==> src/rtl/periph_bus_pkg.sv <==
// periph_bus_pkg: shared state encoding and idle strobe value for the peripheral bus arbiter
package periph_bus_pkg;
  typedef enum logic [1:0] {ST_IDLE, ST_ACTIVE, ST_DONE} state_t;
  localparam logic [1:0] STROBE_IDLE = 2'b11;
  function automatic logic is_req(input logic [1:0] wn, input logic [1:0] rn);
    return (wn != STROBE_IDLE) || (rn != STROBE_IDLE);
  endfunction
endpackage

==> src/rtl/periph_bus_arbiter.sv <==
// periph_bus_arbiter: two-master round-robin arbiter onto one peripheral register bus with ready timeout
module periph_bus_arbiter
  import periph_bus_pkg::*;
#(
  parameter int TIMEOUT_CYCLES = 16
) (
  input  logic        clk,
  input  logic        rst,
  input  logic [10:0] m0_addr,
  input  logic [31:0] m0_wdata,
  input  logic [1:0]  m0_write_n,
  input  logic [1:0]  m0_read_n,
  output logic [31:0] m0_rdata,
  output logic        m0_done,
  output logic        m0_err,
  input  logic [10:0] m1_addr,
  input  logic [31:0] m1_wdata,
  input  logic [1:0]  m1_write_n,
  input  logic [1:0]  m1_read_n,
  output logic [31:0] m1_rdata,
  output logic        m1_done,
  output logic        m1_err,
  output logic [10:0] s_addr,
  output logic [31:0] s_wdata,
  output logic [1:0]  s_write_n,
  output logic [1:0]  s_read_n,
  input  logic [31:0] s_rdata,
  input  logic        s_ready,
  output logic        s_read_complete,
  output logic        busy,
  output logic        grant_id
);
  localparam int CW = $clog2(TIMEOUT_CYCLES + 1);
  state_t      r_state;
  logic        r_grant, r_last, r_err;
  logic [10:0] r_addr;
  logic [31:0] r_wdata, r_m0_rdata, r_m1_rdata;
  logic [1:0]  r_wn, r_rn;
  logic [CW-1:0] r_cnt;
  logic        w_req0, w_req1, w_pick, w_act, w_done;
  logic [1:0]  w_wn, w_rn;
  assign w_req0 = is_req(m0_write_n, m0_read_n);
  assign w_req1 = is_req(m1_write_n, m1_read_n);
  // on a tie the master not served last wins; a lone requester always wins
  assign w_pick = (w_req0 && w_req1) ? ~r_last : w_req1;
  assign w_wn   = w_pick ? m1_write_n : m0_write_n;
  assign w_rn   = w_pick ? m1_read_n : m0_read_n;
  always_ff @(posedge clk) begin
    if (rst) begin
      r_state    <= ST_IDLE;
      r_grant    <= 1'b0;
      r_last     <= 1'b1;
      r_err      <= 1'b0;
      r_addr     <= '0;
      r_wdata    <= '0;
      r_wn       <= STROBE_IDLE;
      r_rn       <= STROBE_IDLE;
      r_cnt      <= '0;
      r_m0_rdata <= '0;
      r_m1_rdata <= '0;
    end else begin
      case (r_state)
        ST_IDLE: if (w_req0 || w_req1) begin
          r_state <= ST_ACTIVE;
          r_grant <= w_pick;
          r_last  <= w_pick;
          r_addr  <= w_pick ? m1_addr : m0_addr;
          r_wdata <= w_pick ? m1_wdata : m0_wdata;
          r_wn    <= w_wn;
          r_rn    <= (w_wn != STROBE_IDLE) ? STROBE_IDLE : w_rn;
          r_cnt   <= '0;
        end
        ST_ACTIVE: if (s_ready) begin
          r_state <= ST_DONE;
          r_err   <= 1'b0;
          if (r_grant) r_m1_rdata <= s_rdata;
          else r_m0_rdata <= s_rdata;
        end else begin
          r_cnt <= r_cnt + CW'(1);
          // this increment brings the count to TIMEOUT_CYCLES
          if (r_cnt == CW'(TIMEOUT_CYCLES - 1)) begin
            r_state <= ST_DONE;
            r_err   <= 1'b1;
            if (r_grant) r_m1_rdata <= 32'hFFFF_FFFF;
            else r_m0_rdata <= 32'hFFFF_FFFF;
          end
        end
        default: r_state <= ST_IDLE;
      endcase
    end
  end
  assign w_act           = r_state == ST_ACTIVE;
  assign w_done          = r_state == ST_DONE;
  assign busy            = r_state != ST_IDLE;
  assign grant_id        = r_grant;
  assign s_addr          = w_act ? r_addr : '0;
  assign s_wdata         = w_act ? r_wdata : '0;
  assign s_write_n       = w_act ? r_wn : STROBE_IDLE;
  assign s_read_n        = w_act ? r_rn : STROBE_IDLE;
  assign s_read_complete = w_done && !r_err && (r_rn != STROBE_IDLE);
  assign m0_done         = w_done && !r_grant;
  assign m1_done         = w_done && r_grant;
  assign m0_err          = m0_done && r_err;
  assign m1_err          = m1_done && r_err;
  assign m0_rdata        = r_m0_rdata;
  assign m1_rdata        = r_m1_rdata;
endmodule

==> config.mk <==
export PLATFORM = sky130hd
export DESIGN_NAME = periph_bus_arbiter
export DESIGN_NICKNAME = d
export VERILOG_FILES = /design/src/rtl/periph_bus_pkg.sv /design/src/rtl/periph_bus_arbiter.sv
export SDC_FILE = /design/constraint.sdc
export NUM_CORES = 1
export LEC_CHECK = 0
export ABC_AREA = 1
export ABC_CLOCK_PERIOD_IN_PS = 4300
export BUFFER_PORTS_ARGS = -buffer_cell sky130_fd_sc_hd__buf_4
export CORE_MARGIN = 2
export CORE_UTILIZATION = 50
export DETAILED_ROUTE_END_ITERATION = 8
export PLACE_DENSITY = 0.85
export RECOVER_POWER = 50
export REMOVE_ABC_BUFFERS = 1
export SLEW_MARGIN = 20
export SYNTH_ARGS = -nofsm -noshare
export SYNTH_HDL_FRONTEND = slang
export SYNTH_SLANG_ARGS = --single-unit
==> constraint.sdc <==
create_clock -name clk -period 4.3 [get_ports clk]
set_input_delay 0.215 -clock clk [delete_from_list [all_inputs] [get_ports clk]]
set_output_delay 0.215 -clock clk [all_outputs]
set_load 0.03 [all_outputs]
==> results of run 1 <==
worst max-delay path by stage:
stage | slack, ps | cells past startpoint | to | start
2_1_floorplan | 2460 | 2 | m1_err | grant_id
3_5_place_dp | 1950 | 7 | grant_id | m0_read_n[1]
5_1_grt | 840 | 9 | m0_rdata[15] | r_cnt[0]
6_report | 1140 | 9 | m0_rdata[22] | r_cnt[0]
3_3_place_gp | 2030 | 7 | grant_id | m0_read_n[1]
4_1_cts | 1500 | 9 | r_addr[1] | m0_write_n[1]
registers in the layout, summed over array words and instances, names as in the netlist:
signal / count
grant_id: 1
m0_rdata: 32
m1_rdata: 32
r_addr: 11
r_cnt: 5
r_err: 1
r_last: 1
r_rn: 2
r_state: 2
r_wdata: 32
r_wn: 2
cell families (layout without fill, tap and decap cells):
logic type	Yosys count	count (layout)	synth area share, %
buf+inv	106	422	10.9
simple gates	311	311	25.8
compound gates	167	167	17.3
flops	121	121	45.6
fa+ha+maj	2	2	0.471
worst max-delay path: stages, from the launching register on:
cell and delay (ps):
sky130_fd_sc_hd__dfxtp_1 370, sky130_fd_sc_hd__ha_1 180, sky130_fd_sc_hd__nand2_1 70, sky130_fd_sc_hd__nor2_1 90, sky130_fd_sc_hd__ha_1 180, sky130_fd_sc_hd__o21ai_0 300
sky130_fd_sc_hd__nor2_2 1150, sky130_fd_sc_hd__inv_4 380, sky130_fd_sc_hd__nor2_1 220, sky130_fd_sc_hd__nor2_1 70
cell usage after synthesis (6+ instances only):
| master | instances | area (um^2) |
|---|---|---|
| sky130_fd_sc_hd__or2_2 | 38 | 238 |
| sky130_fd_sc_hd__buf_6 | 20 | 225 |
| sky130_fd_sc_hd__a21oi_1 | 6 | 30.0 |
| sky130_fd_sc_hd__clkbuf_1 | 15 | 56.3 |
| sky130_fd_sc_hd__o21ai_1 | 38 | 190 |
| sky130_fd_sc_hd__nor2_1 | 224 | 841 |
| sky130_fd_sc_hd__nand3_1 | 8 | 40.0 |
| sky130_fd_sc_hd__o22ai_1 | 43 | 269 |
| sky130_fd_sc_hd__dfxtp_1 | 121 | 2420 |
| sky130_fd_sc_hd__nor2_2 | 7 | 43.8 |
| sky130_fd_sc_hd__inv_1 | 55 | 206 |
| sky130_fd_sc_hd__nand2_1 | 22 | 82.6 |
| sky130_fd_sc_hd__o21ai_0 | 74 | 370 |
report_power, final:
group          internal (W)  leakage [nW]  switching, W
clock              0.000966         0.295      0.000529
combinational      0.000297          2.37      0.000446
sequential          0.00122         0.993     0.0000433
total               0.00248          3.66       0.00102
per-stage QoR:
| stage | power (W) | setup slack, ps |
|---|---|---|
| after floorplan | 0.00165 | 2460 |
| after global placement | 0.00190 | 2030 |
| after detailed placement | 0.00191 | 1950 |
| after CTS | 0.00348 | 1500 |
| after global routing | 0.00361 | 842 |
| final | 0.00350 | 1140 |
area by class of cell:
class,instances,share of cell area [%]
timing repair buffer,330,29.7
sequential,121,29.8
multi-input combinational,480,28.0
clock buffer,19,5.43
tap,136,2.09
clock inverter,13,2.15
inverter,60,2.83
layer usage:
metal | routed length [um] | vias up | share of wire (%) | global-route usage (%)
met4 | 1060 | 0 | 5.4 | 21.3
met3 | 1190 | 93 | 6.1 | 8.09
met5 | 0 | - | 0 | 0
met1 | 7560 | 2850 | 39 | 37.9
li1 | - | 2880 | - | -
met2 | 9760 | 325 | 50 | 57.3
repair_timing:
action / in CTS / in global routing
endpoints found under the hold margin: 46 / 0
setup endpoints to repair: 0 / 0
resized for setup: 0 / 0
buffers inserted: 0 / 0
hold buffers: 83 / 0
==> results.md, run 1 <==
- Die Wd: between 100 and 150 um
- Headroom to the max-slew limit: 7.11%
- Placer's final routability congestion estimate: between 0.8 and 0.9
- Register Area: roughly 0.0024 mm^2
- Filler-free cell count of the finished design: approximately 1,200
- Most common library cell in the layout ignoring fill and taps: sky130_fd_sc_hd__nor2_1
- FF-to-FF path depth: 9
- Maximum net fanout on the critical path: 33
- Initial core utilization: roughly 51%
- Remaining global-route overflow: 0
- Data required time at the worst endpoint: approximately 4700 ps
- Remaining antenna violation count: 0
- Final worst hold slack: 10.9 ps
- Overall via count from detail_route: just over 6,000
- Area growth from synthesis to layout: 53.0%
- Clock Skews: 9.34 ps
- Initial antenna violation count: 0
- Critical Setup Path Class: register to register
- Final Routed Wirelength: 19,600 um
- Unrepaired setup endpoints after global routing: false
- Period minus WS final: roughly 3200 ps
- Max clock buf depth: 2
- Layout cells sized above 1: 25.9%
- Final hold viol count: 0
- Number of input and output port buffers inserted: approximately 250
- Class of the most critical hold timing path: primary input to register
- Data arrival time of the critical path: between 3000 and 4000 ps
- Share of the cycle needed by the critical path after routing: approximately 74%
- Gate count of the mapped netlist: about 700
- Clock latency reported for the late side of the worst-skew pair: roughly 530 ps
- Overall global routing resource usage: between 30% and 40%
- Cell area after layout: 0.00813 mm^2
- Number of stages on the worst hold path: 4
- Nets: about 1,100
- Crit end category: register
- Most used cells in the layout excluding fill and tap cells: sky130_fd_sc_hd__nor2_1, sky130_fd_sc_hd__buf_4, sky130_fd_sc_hd__dfxtp_1
- CP startpoint kind: register
- Clock sink count: 121
- Worst r2r src: r_cnt[0]
- Maximum achievable frequency: approximately 320 MHz
- Maximum number of pins on one net before global-route repair: 71
- Hold worst-path end: m0_rdata[10]
- Distinct cell type count of the synthesized netlist: 28
- Area used by multi-input combinational logic: ~0.0023 mm^2
- Worst vdd rail ir drop: approximately 0.37 mV
- Final sum of negative setup slack: 0 ps
- Htree depth: 4
- Number of iterations in the first detailed-routing pass: 4
- Number of design rule violations left after detail routing: 0
- Maximum Capacitance Violations: 0
- Final Util: between 70 and 80%
- Portion of the post-synthesis area used by sequential elements: ~46%
- Synthesized area divided by synthesized cell count: approximately 7.5 um^2
- Ys Warns: 0
- Root Driver: sky130_fd_sc_hd__clkbuf_8
- Share of flip-flops with an asynchronous set or reset: 0%
- Flip-flop cell with the highest count after synthesis: sky130_fd_sc_hd__dfxtp_1
- Clock-pin slew on the worst setup and hold paths: 60 ps
- Number of instances in the placed design: about 1,000
- Count of inserted antenna diode cells: 0
- Run status: complete, no violations
- Via count of the first global-routing pass: ~6,000
- DRC violation total after the first TritonRoute iteration: between 500 and 600
- Number of synthesized register bits: about 120
- TritonCTS clock tree: built
- Per-cell via count in the routed design: between 5 and 6
- Half-perimeter wire length after placement: 10,100 um
- Total CTS buffers: 17
- End of the worst register-to-register path: m0_rdata[22]
- Total number of placement rows: 37
- Number of enable flip-flop cells after synthesis: 0
- Hold Crit Start: s_rdata[10]
- Power per unit of standard cell area: 430 mW/mm^2
- Mapped Area: 0.00532 mm^2
- Height of the die: 107 um
- Final setup violating endpoints: 0
- Floorplan core area: 0.0103 mm^2
- Number of slew-limit violations in the final report: 0
- Die Footprint: roughly 0.011 mm^2
- Fillers: 720
- First-pass GRT wire length: a little over 30,000 um
- Worst-Margin Slew: between 1000 and 1500 ps
- Number of top-level design ports: between 200 and 250
- Post-detailed-route wirelength per cell: between 15 and 20 um
- Worst setup slack for register-to-register paths: roughly 1100 ps
- P_leak: around 3.7 nW
- Area after detailed placement: 0.00699 mm^2
Note: power is estimated with default switching activity, not from simulation.
==> run 2, diff against run 1 <==
ABC_AREA = 0   (was 1)
ABC_CLOCK_PERIOD_IN_PS = 3300   (was 4300)
CORE_UTILIZATION = 46   (was 50)
PLACE_DENSITY = 0.79   (was 0.85)
clock period = 3.3 ns   (was 4.3 ns; I/O delays follow)
==> run 2 against run 1 <==
Compared with the run above: worst setup slack worse by 160 ps; worst hold slack better by 32 ps; critical path depth down 4; largest power group unchanged; the flow now finishes with violations (max-capacitance violations, max-slew violations); clock skew rose by 1.7 ps; first-iteration DRC count fell by 43%; global-route usage is 11 points lower; highest routed layer unchanged.
==> results.md, run 2 <==
- Run status: finished with violations (was complete, no violations)
- Failing checks: max-capacitance violations, max-slew violations
- Adder-Cell Fraction of Synth Area: 0.482% (was 0.471%)
- Post-layout worst setup margin: 979 ps (was 1140 ps)
- Per-cell via count in the routed design: 5.30 (about the same)
- Number of post-CTS setup repair buffers: 0 (unchanged)
- Hold Buf Count CTS: 0 (was 83)
- Most used cells in the layout excluding fill and tap cells: sky130_fd_sc_hd__buf_4, sky130_fd_sc_hd__dfxtp_1, sky130_fd_sc_hd__clkbuf_1 (was sky130_fd_sc_hd__nor2_1, sky130_fd_sc_hd__buf_4, sky130_fd_sc_hd__dfxtp_1)
- Crit end category: register (unchanged)
- Total number of placement rows: 38 (was 37)
- Htree depth: 4 (unchanged)
- Worst setup slack after placement: 1180 ps (was 1950 ps)
- Most frequent cell after synthesis: sky130_fd_sc_hd__dfxtp_1 (was sky130_fd_sc_hd__nor2_1)
- Maximum Capacitance Violations: 1 (was 0)
- Combinational family with the most area after synthesis: compound AO/OA/AOI/OAI gates (was simple AND/OR/NAND/NOR gates)
- Final hold viol count: 0 (unchanged)
- P_leak: 3.00 nW (was 3.66 nW)
- Hold worst-path end: r_addr[0] (was m0_rdata[10])
- Worst vdd rail ir drop: 0.315 mV (was 0.371 mV)
- Clock Skews: 11.0 ps (was 9.34 ps)
- Floorplan core area: 0.0109 mm^2 (was 0.0103 mm^2)
- First-pass GRT wire length: 21,700 um (was 30,300 um)
- Number of iterations in the first detailed-routing pass: 5 (was 4)
- Area after detailed placement: 0.00704 mm^2 (was 0.00699 mm^2)
- Number of slew-limit violations in the final report: 15 (was 0)
- Most common library cell in the layout ignoring fill and taps: sky130_fd_sc_hd__buf_4 (was sky130_fd_sc_hd__nor2_1)
- Half-perimeter wire length after placement: 10,300 um (was 10,100 um)
- Flip-flop cell with the highest count after synthesis: sky130_fd_sc_hd__dfxtp_1 (unchanged)
- Number of top-level design ports: 247 (unchanged)
- Mapped Area: 0.00519 mm^2 (was 0.00532 mm^2)
- Fraction of synthesized area in multiplexers: 8.70% (was 0%)
- Die Wd: 110 um (was 107 um)
- Initial antenna violation count: 0 (unchanged)
- Cell area after layout: 0.00745 mm^2 (was 0.00813 mm^2)
- Die Footprint: 0.0122 mm^2 (was 0.0115 mm^2)
- DRC violation total after the first TritonRoute iteration: 297 (was 524)
- Top cell type by total area after synthesis: sky130_fd_sc_hd__dfxtp_1 (unchanged)
- Unrepaired setup endpoints after global routing: false (unchanged)
- Final Util: 68.2% (was 78.8%)
- Layout cells sized above 1: 29.1% (was 25.9%)
- FF-to-FF path depth: 4 (was 9)
- Root Driver: sky130_fd_sc_hd__clkbuf_16 (was sky130_fd_sc_hd__clkbuf_8)
- Synthesized area divided by synthesized cell count: 9.82 um^2 (was 7.52 um^2)
- Share of the cycle needed by the critical path after routing: roughly 70%
- Total CTS buffers: 17 (unchanged)
- Nets: 890 (was 1,141)
- Basic-gate share of the synthesized area counting and, or, nand and nor cells: 18.3% (was 25.8%)
- Worst r2r src: r_state[0] (was r_cnt[0])
- Maximum achievable frequency: roughly 430 MHz
- Number of input and output port buffers inserted: 246 (unchanged)
- Final sum of negative setup slack: 0 ps (unchanged)
- Placer's final routability congestion estimate: 0.869 (was 0.882)
- Clock sink count: 121 (unchanged)
- Most numerous cell types in the synthesized netlist: sky130_fd_sc_hd__dfxtp_1, sky130_fd_sc_hd__nor2_1, sky130_fd_sc_hd__a211oi_1 (was sky130_fd_sc_hd__nor2_1, sky130_fd_sc_hd__dfxtp_1, sky130_fd_sc_hd__o21ai_0)
- Overall global routing resource usage: 23.1% (was 33.8%)
- Initial core utilization: 47.5% (was 51.5%)
- Critical Setup Path Class: primary input to register (was register to register)
- Period minus WS final: ~2300 ps
- CP startpoint kind: primary input (was register)
- TritonCTS clock tree: built (unchanged)
- Compound-Gate Fraction of Synth Area: 20.9% (was 17.3%)
- Ys Warns: 0 (unchanged)
- Overall via count from detail_route: 4,830 (was 6,148)
- Number of enable flip-flop cells after synthesis: 0 (unchanged)
- Remaining antenna violation count: 0 (unchanged)
- Worst setup slack for register-to-register paths: 990 ps (was 1140 ps)
- Worst-Margin Slew: 2010 ps (was 1390 ps)
- Clock-pin slew on the worst setup and hold paths: 60 ps (about the same)
- Count of inserted antenna diode cells: 0 (unchanged)
- Share of the synthesized area in the top cell type: 46.6% (was 45.6%)
- Remaining global-route overflow: 0 (unchanged)
- Data arrival time of the critical path: 2590 ps (was 3580 ps)
- Height of the die: 110 um (was 107 um)
- Data required time at the worst endpoint: 3570 ps (was 4720 ps)
- Final Routed Wirelength: 14,600 um (was 19,600 um)
- Portion of the post-synthesis area used by sequential elements: 46.6% (was 45.6%)
- Distinct cell type count of the synthesized netlist: 45 (was 28)
- Area growth from synthesis to layout: 43.5% (was 53.0%)
- Number of synthesized register bits: 121 (unchanged)
- Headroom to the max-slew limit: -35.7% (was 7.11%)
- Share of flip-flops with an asynchronous set or reset: 0% (unchanged)
- Parity-gate share of the synthesized area counting xor and xnor cells: 0% (unchanged)
- Gate count of the mapped netlist: 529 (was 707)
- Maximum net fanout on the critical path: 32 (was 33)
- Clock latency reported for the late side of the worst-skew pair: 400 ps (was 530 ps)
- Max clock buf depth: 2 (unchanged)
- Number of stages on the worst hold path: 3 (was 4)
- Power per unit of standard cell area: 625 mW/mm^2 (was 430 mW/mm^2)
- Class of the most critical hold timing path: primary input to register (unchanged)
- End of the worst register-to-register path: r_wdata[12] (was m0_rdata[22])
- Number of design rule violations left after detail routing: 0 (unchanged)
- Post-detailed-route wirelength per cell: 16.1 um (was 16.9 um)
- Maximum number of pins on one net before global-route repair: 75 (was 71)
- Cts repair resizes: 0 (unchanged)
- Final setup violating endpoints: 0 (unchanged)
- Via count of the first global-routing pass: 4,396 (was 6,169)
- Largest cells by area after synthesis: sky130_fd_sc_hd__dfxtp_1, sky130_fd_sc_hd__a211oi_1, sky130_fd_sc_hd__mux2i_1 (was sky130_fd_sc_hd__dfxtp_1, sky130_fd_sc_hd__nor2_1, sky130_fd_sc_hd__o21ai_0)
- Hold Crit Start: m0_addr[0] (was s_rdata[10])
- Final worst hold slack: 43.4 ps (was 10.9 ps)
[run 2: layer usage]
metal | up-vias | routed length (um) | GRT usage, % | share of wire (%)
met4 | 0 | 261 | 8.93 | 1.8
met1 | 2205 | 6230 | 29.6 | 43
met5 | - | 0 | 0 | 0
li1 | 2368 | - | - | -
met2 | 233 | 6900 | 37.9 | 47
met3 | 24 | 1230 | 5.35 | 8.4
[run 2: final cells by class]
type,count,area (um^2)
Multi-Input combinational cell,361,2520
Clock buffer,25,515
Inverter,5,18.8
Timing Repair Buffer,253,1650
Sequential cell,121,2420
Clock inverter,6,158
Tap cell,140,175
Fill cell,896,3480
[run 2: worst max-delay path by stage]
stage                        startpoint           end  slack [ps]  cells after the start
after CTS                      r_cnt[0]  m0_rdata[20]        1150                      8
final                     m1_write_n[0]   r_wdata[12]         980                      5
after detailed placement       r_cnt[0]  m1_rdata[12]        1180                      8
after global placement         r_cnt[0]  m0_rdata[30]        1290                      8
after global routing         r_state[0]   r_wdata[12]         830                      4
after floorplan                  r_last       r_wn[1]         320                      3
[run 2: worst max-delay path, stage by stage]
cell	delay, ps
sky130_fd_sc_hd__clkbuf_1	200
sky130_fd_sc_hd__nand4_1	260
sky130_fd_sc_hd__o21ai_0	1580
sky130_fd_sc_hd__buf_16	260
sky130_fd_sc_hd__o2bb2ai_1	110
[run 2: cells by family (layout without fill, tap and decap cells)]
kind of cell             after synthesis  after routing
AND/OR/NAND/NOR                      176            176
AO/OA/AOI/OAI                        138            138
flip-flops                           121            121
buffers and inverters                 47            289
multiplexers                          45             45
adder cells (fa/ha/maj)                2              2
[run 2: stage by stage]
step                      total power [W]  instances
after floorplan                   0.00224        487
after global placement            0.00262        879
after detailed placement          0.00264        879
after CTS                         0.00472        910
after global routing              0.00484        911
final                             0.00466        911
[run 2: where the power goes]
group / leakage, nW / switching, W / total [W] / internal (W)
sequential: 0.991 / 0.0000784 / 0.00168 / 0.00160
clock: 0.326 / 0.000622 / 0.00208 / 0.00146
combinational: 1.68 / 0.000542 / 0.000903 / 0.000361
total: 3.00 / 0.00124 / 0.00466 / 0.00342
